## src/rtl/lane_score_keeper_pkg.sv

```systemverilog
// Shared definitions for the lane score keeper.
// Judge encodings and default point values.
package lane_score_keeper_pkg;

  typedef enum logic [1:0] {
    J_NONE   = 2'b00,
    J_PLUS1  = 2'b01,
    J_PLUS2  = 2'b10,
    J_MINUS2 = 2'b11
  } judge_e;

  localparam int PERFECT_PTS_D = 2;
  localparam int GOOD_PTS_D    = 1;
  localparam int MISS_PTS_D    = 2;

endpackage

```

## src/rtl/lane_score_keeper_if.sv

```systemverilog
// Lane inputs and score outputs bundled for
// the score keeper and its producer/consumer.
interface lane_score_keeper_if #(
  parameter int LANES   = 4,
  parameter int SCORE_W = 10,
  parameter int COMBO_W = 6
);

  logic [LANES-1:0]   key;
  logic [LANES-1:0]   OlightOn;
  logic [LANES-1:0]   lastGlightOn;
  logic               hold;
  logic               clear;
  logic [LANES-1:0]   add1;
  logic [LANES-1:0]   add2;
  logic [LANES-1:0]   sub2;
  logic [SCORE_W-1:0] score;
  logic [COMBO_W-1:0] combo;

  modport master (
    output key, OlightOn, lastGlightOn,
    output hold, clear,
    input  add1, add2, sub2,
    input  score, combo
  );

  modport slave (
    input  key, OlightOn, lastGlightOn,
    input  hold, clear,
    output add1, add2, sub2,
    output score, combo
  );

endinterface

```

## src/rtl/lane_score_keeper_judge.sv

```systemverilog
// Per-lane press edge detect and judgement
// register with one-hot flag decode.
module lane_judge
  import lane_score_keeper_pkg::*;
(
  input  logic   clk,
  input  logic   rst,
  input  logic   key,
  input  logic   olight,
  input  logic   glight,
  input  logic   hold,
  input  logic   clear,
  output judge_e judge_d,
  output logic   add1,
  output logic   add2,
  output logic   sub2
);

  logic   key_q;
  logic   press;
  judge_e judge_q;

  assign press = key & ~key_q;

  always_comb begin
    judge_d = J_NONE;
    if (press && !hold && !clear) begin
      if (olight)      judge_d = J_PLUS2;
      else if (glight) judge_d = J_PLUS1;
      else             judge_d = J_MINUS2;
    end
  end

  // key_q tracks key even in hold so a held key never scores later
  always_ff @(posedge clk or posedge rst) begin
    if (rst) begin
      key_q   <= 1'b0;
      judge_q <= J_NONE;
    end else begin
      key_q   <= key;
      judge_q <= judge_d;
    end
  end

  assign add1 = (judge_q == J_PLUS1);
  assign add2 = (judge_q == J_PLUS2);
  assign sub2 = (judge_q == J_MINUS2);

endmodule

```

## src/rtl/lane_score_keeper.sv

```systemverilog
// Multi-lane score keeper: judges all lanes,
// sums points, keeps saturating score and combo.
module lane_score_keeper
  import lane_score_keeper_pkg::*;
#(
  parameter int LANES          = 4,
  parameter int SCORE_W        = 10,
  parameter int PERFECT_PTS    = PERFECT_PTS_D,
  parameter int GOOD_PTS       = GOOD_PTS_D,
  parameter int MISS_PTS       = MISS_PTS_D,
  parameter int COMBO_W        = 6,
  parameter int COMBO_BONUS_AT = 8
) (
  input logic clk,
  input logic rst,
  lane_score_keeper_if.slave bus
);

  localparam int NW  = $clog2(LANES + 1);
  localparam int DW  = SCORE_W + 2 + $clog2(LANES);
  localparam int CXW = COMBO_W + 4;

  localparam logic [SCORE_W-1:0] SMAX = '1;
  localparam logic [COMBO_W-1:0] CMAX = '1;
  localparam logic [COMBO_W-1:0] BONUS_AT =
    COMBO_W'(COMBO_BONUS_AT);

  localparam logic signed [DW-1:0] PP = DW'(PERFECT_PTS);
  localparam logic signed [DW-1:0] GP = DW'(GOOD_PTS);
  localparam logic signed [DW-1:0] MP = DW'(MISS_PTS);
  localparam logic signed [DW-1:0] SMAX_S = DW'(SMAX);

  judge_e             jd [LANES];
  logic [LANES-1:0]   add1_v, add2_v, sub2_v;
  logic [NW-1:0]      np, ng, nm;
  logic [CXW-1:0]     csum;
  logic [COMBO_W-1:0] combo_d, combo_q;
  logic [SCORE_W-1:0] score_d, score_q;
  logic               bonus_on;
  logic signed [DW-1:0] np_s, ng_s, nm_s;
  logic signed [DW-1:0] delta, sum;

  for (genvar i = 0; i < LANES; i++) begin : g_lane
    lane_judge u_judge (
      .clk     (clk),
      .rst     (rst),
      .key     (bus.key[i]),
      .olight  (bus.OlightOn[i]),
      .glight  (bus.lastGlightOn[i]),
      .hold    (bus.hold),
      .clear   (bus.clear),
      .judge_d (jd[i]),
      .add1    (add1_v[i]),
      .add2    (add2_v[i]),
      .sub2    (sub2_v[i])
    );
  end

  always_comb begin
    np = '0;
    ng = '0;
    nm = '0;
    for (int i = 0; i < LANES; i++) begin
      np = np + NW'(jd[i] == J_PLUS2);
      ng = ng + NW'(jd[i] == J_PLUS1);
      nm = nm + NW'(jd[i] == J_MINUS2);
    end
  end

  always_comb begin
    csum = CXW'(combo_q) + CXW'(np) + CXW'(ng);
    if (|nm)
      combo_d = '0;
    else if (csum > CXW'(CMAX))
      combo_d = CMAX;
    else
      combo_d = csum[COMBO_W-1:0];
  end

  // signed sum wide enough that clamping sees the true value
  always_comb begin
    np_s     = $signed(DW'(np));
    ng_s     = $signed(DW'(ng));
    nm_s     = $signed(DW'(nm));
    bonus_on = ~|nm && (combo_d >= BONUS_AT);
    delta    = PP * np_s + GP * ng_s - MP * nm_s;
    if (bonus_on)
      delta = delta + np_s + ng_s;
    sum = $signed(DW'(score_q)) + delta;
    if (sum[DW-1])
      score_d = '0;
    else if (sum > SMAX_S)
      score_d = SMAX;
    else
      score_d = sum[SCORE_W-1:0];
  end

  always_ff @(posedge clk or posedge rst) begin
    if (rst) begin
      score_q <= '0;
      combo_q <= '0;
    end else if (bus.clear) begin
      score_q <= '0;
      combo_q <= '0;
    end else begin
      score_q <= score_d;
      combo_q <= combo_d;
    end
  end

  assign bus.add1  = add1_v;
  assign bus.add2  = add2_v;
  assign bus.sub2  = sub2_v;
  assign bus.score = score_q;
  assign bus.combo = combo_q;

endmodule

```

## src/flat_wrapper.sv

```systemverilog
// flat-port wrapper written by rule: the top's interface ports become plain ports
module lane_score_keeper_flat import lane_score_keeper_pkg::*;
#(
  parameter int LANES          = 4,
  parameter int SCORE_W        = 10,
  parameter int PERFECT_PTS    = PERFECT_PTS_D,
  parameter int GOOD_PTS       = GOOD_PTS_D,
  parameter int MISS_PTS       = MISS_PTS_D,
  parameter int COMBO_W        = 6,
  parameter int COMBO_BONUS_AT = 8
)
  (clk, rst, bus_key, bus_OlightOn, bus_lastGlightOn, bus_hold, bus_clear, bus_add1, bus_add2, bus_sub2, bus_score, bus_combo);
  lane_score_keeper_if #(.LANES(LANES), .SCORE_W(SCORE_W), .COMBO_W(COMBO_W)) bus_i ();
  input logic clk;
  input logic rst;
  input wire logic [$bits(bus_i.key)-1:0] bus_key;
  input wire logic [$bits(bus_i.OlightOn)-1:0] bus_OlightOn;
  input wire logic [$bits(bus_i.lastGlightOn)-1:0] bus_lastGlightOn;
  input wire logic [$bits(bus_i.hold)-1:0] bus_hold;
  input wire logic [$bits(bus_i.clear)-1:0] bus_clear;
  output wire logic [$bits(bus_i.add1)-1:0] bus_add1;
  output wire logic [$bits(bus_i.add2)-1:0] bus_add2;
  output wire logic [$bits(bus_i.sub2)-1:0] bus_sub2;
  output wire logic [$bits(bus_i.score)-1:0] bus_score;
  output wire logic [$bits(bus_i.combo)-1:0] bus_combo;
  assign bus_i.key = bus_key;
  assign bus_i.OlightOn = bus_OlightOn;
  assign bus_i.lastGlightOn = bus_lastGlightOn;
  assign bus_i.hold = bus_hold;
  assign bus_i.clear = bus_clear;
  assign bus_add1 = bus_i.add1;
  assign bus_add2 = bus_i.add2;
  assign bus_sub2 = bus_i.sub2;
  assign bus_score = bus_i.score;
  assign bus_combo = bus_i.combo;
  lane_score_keeper #(.LANES(LANES), .SCORE_W(SCORE_W), .PERFECT_PTS(PERFECT_PTS), .GOOD_PTS(GOOD_PTS), .MISS_PTS(MISS_PTS), .COMBO_W(COMBO_W), .COMBO_BONUS_AT(COMBO_BONUS_AT)) u_core (.clk(clk), .rst(rst), .bus(bus_i));
endmodule
```

## config.mk

```make
export PLATFORM = sky130hd
export DESIGN_NAME = lane_score_keeper_flat
export DESIGN_NICKNAME = d
export VERILOG_FILES = /design/src/rtl/lane_score_keeper_pkg.sv /design/src/rtl/lane_score_keeper_if.sv /design/src/rtl/lane_score_keeper_judge.sv /design/src/rtl/lane_score_keeper.sv /design/src/flat_wrapper.sv
export SDC_FILE = /design/constraint.sdc
export NUM_CORES = 1
export LEC_CHECK = 0
export CAP_MARGIN = 30
export CORE_MARGIN = 3
export CORE_UTILIZATION = 37
export CTS_CLUSTER_DIAMETER = 120
export DETAILED_ROUTE_END_ITERATION = 10
export PLACE_DENSITY_LB_ADDON = 0.08
export SYNTH_ARGS = -nofsm -noshare
export SYNTH_HDL_FRONTEND = slang
export SYNTH_SLANG_ARGS = --single-unit
```

## constraint.sdc

```tcl
create_clock -name clk -period 17.49 [get_ports clk]
set_input_delay 2.6235 -clock clk [delete_from_list [all_inputs] [get_ports clk]]
set_output_delay 2.6235 -clock clk [all_outputs]
set_load 0.01 [all_outputs]
```

==> metrics.txt <==
Die Y 92.7 um; DRC 0; core area 7060 um2; Leakage Power 1.51 nW; Syn Area/Cell 9.13 um2; CP required 17.64 ns; EDFF count, synth 0; commonest non-fill, non-tap cell in the layout clkdlybuf4s50_1; Synth cell types 53; sequential share of the synthesized area 25.2%; VDD IR-drop max 0.0238 mV; CTS Root Cell clkbuf_8; fin crit period 10.44 ns; clock-pin slew on the worst setup and hold paths 0.11 ns; largest net degree at the start of global routing 29; family with the most delay on the worst path adder cells; hold wc startpoint u_core.g_lane[0].u_judge.key_q; met3 Resource Use GR 2.76%; RSZ-0062 raised after global routing false; Final Worst Setup Slack 7.05 ns; cts hold-fix bufs 0; Worst-Margin Slew 0.782 ns; CTS resizes 0; Most Used Layer, Global Route met2; first-pass GRT wire length 10.5 mm; final setup violation count 0; number of nets in the layout 394; Crit. Startpoint bus_clear; Initial Util 39.5%; peak fanout along the critical path 12; CP dominant cell by count ha_1; gp weighted congestion 0.871; R2R Path End u_core.bus.score[2]; total power 0.173 mW; routed vias 2219; Buf/Inv on CP 1; ys async rst share 100%; setup bufs post-CTS 0; worst skew pair latency 0.29 ns; Ant. Diodes 0; number of DRC markers in iteration 0 116; CP Class in2reg; post-synthesis cell area 2780 um2; most frequent cells in the layout 43 x clkdlybuf4s50_1, 31 x ha_1, 28 x a21oi_1, 28 x dfrtp_1, 25 x nor2_1; layout cell share with drive strength beyond 1 6.55%; filler cell count 715; initial antenna violation count 0; # port buffers 43; Syn Inst Count 305; Hold Crit Depth 2; IO Count 44; status complete, no violations; max-slew violations 0; deepest clock path buffer count 2; Hold Path Class reg2reg; Placed Instances 428; storage element area 701 um2; Hold Path Sink u_core.g_lane[0].u_judge.judge_q[1]; Wirelength per Cell 14.4 um; R2R setup slack 9.85 ns; HPWL after DPL 5.06 mm; TritonCTS Sinks 28; Multi-input gate area 1890 um2; TritonRoute pass-1 iters 4; Max-Cap Viols 0; normalized max-slew margin 47.7%; main flop type after synthesis dfrtp_1; Clock Skews 0.00814 ns; Seq cells post-synth 28; r2r startpoint u_core.g_lane[1].u_judge.key_q; Crit. End Element flop; H-Tree Level Count 1; dpl ws 6.71 ns; Final Non-Filler Cells 432; DRT Wirelength 6.24 mm; synthesized net count 362; setup TNS 0 ns; Worst path max stage delay 0.60 ns; CTS tree built; Final Hold Vio Count 0; antenna-violating nets left 0; Rows 30; WP data arrival 10.59 ns; vias in the first global route 2145; fin crit share 59.7%; PwrDens 52.6 nW/um2; Ys Warns 0; Die Wd 92.7 um; Crit-path slowest cell nor2_1; Peak Freq 95.8 MHz; crit path launch type primary input; met1 Resource Use GR 22.3%; Layout area overhead 18.4%; Global Route met2 Usage 23.3%; via/cell ratio 5.14; Reg2Reg Depth 26; gr ovfl total 0; global-route usage over all layers 15.1%; TritonCTS Buffers 3; full die area 8600 um2
[how the worst max path moves through the flow]
stage | end | slack (ns) | depth (start not counted)
detailed placement | u_core.bus.score[5] | 6.71 | 28
CTS | u_core.bus.score[5] | 7.01 | 28
global route | u_core.bus.score[2] | 6.35 | 28
floorplan | u_core.bus.score[2] | 8.32 | 28
global placement | u_core.bus.score[3] | 6.92 | 28
finish | u_core.bus.score[2] | 7.05 | 28
[stage by stage]
step                      util (%)  hold slack [ns]  area [um2]
after floorplan                  -            0.526        2780
after global placement        45.7            0.562        3220
after detailed placement      45.7            0.554        3220
after CTS                     46.7            0.585        3300
after global routing          46.7            0.612        3300
final                         46.7            0.574        3300
[synth_stat cells, drive strengths merged, types with 4 or more instances]
cell | n | share of area [%]
a21oi | 30 | 5.7
and2 | 10 | 2.3
buf | 14 | 3.8
dfrtp | 28 | 25
fa | 10 | 7.2
ha | 31 | 14
inv | 21 | 2.8
nand2 | 17 | 2.3
nand3 | 8 | 1.4
nand3b | 5 | 1.3
nor2 | 25 | 3.4
nor2b | 13 | 2.9
nor3 | 11 | 2.6
o2111ai | 4 | 1.3
o21a | 4 | 1.1
o21ai | 6 | 1.5
or3 | 5 | 1.2
xnor2 | 13 | 4.1
xor2 | 7 | 2.2
[report_power, final]
part | switching [mW] | internal (mW)
Combinational | 0.0236 | 0.0240
Sequential | 0.00321 | 0.0693
Clock | 0.0225 | 0.0307
Total | 0.0493 | 0.124
[worst min-delay path, stage by stage (launching register included)]
cell      delay (ns)
dfrtp_1         0.33
nand3b_1        0.15
a21oi_1         0.05
[layout make-up]
type	count	area share (%)
Clock buffer	3	1.25
Clock inverter	1	0.911
Inverter	21	2.39
Multi-Input combinational cell	239	57.3
Sequential cell	28	21.3
Tap cell	96	3.64
Timing Repair Buffer	44	13.3
[cell families after synthesis]
logic type / after synthesis / share of synthesized area [%]
flip-flops: 28 / 25.2
AO/OA/AOI/OAI: 71 / 18.9
multiplexers: 4 / 1.53
adder cells (fa/ha/maj): 41 / 21.1
AND/OR/NAND/NOR: 103 / 19.9
XOR/XNOR: 20 / 6.29
buffers and inverters: 38 / 7.06
[flip-flops by register name, indices dropped and copies added, names as in the netlist]
register	flops
u_core.bus.score	10
u_core.g_lane.u_judge.judge_q	8
u_core.bus.combo	6
u_core.g_lane.u_judge.key_q	4
[metal layers]
layer / vias to the layer above / part of all wire (%)
met5: - / 0
met4: 0 / 0.71
met3: 4 / 4.4
met2: 47 / 45
met1: 1030 / 50
li1: 1138 / -
No activity file was read; power rests on OpenSTA's default activity.
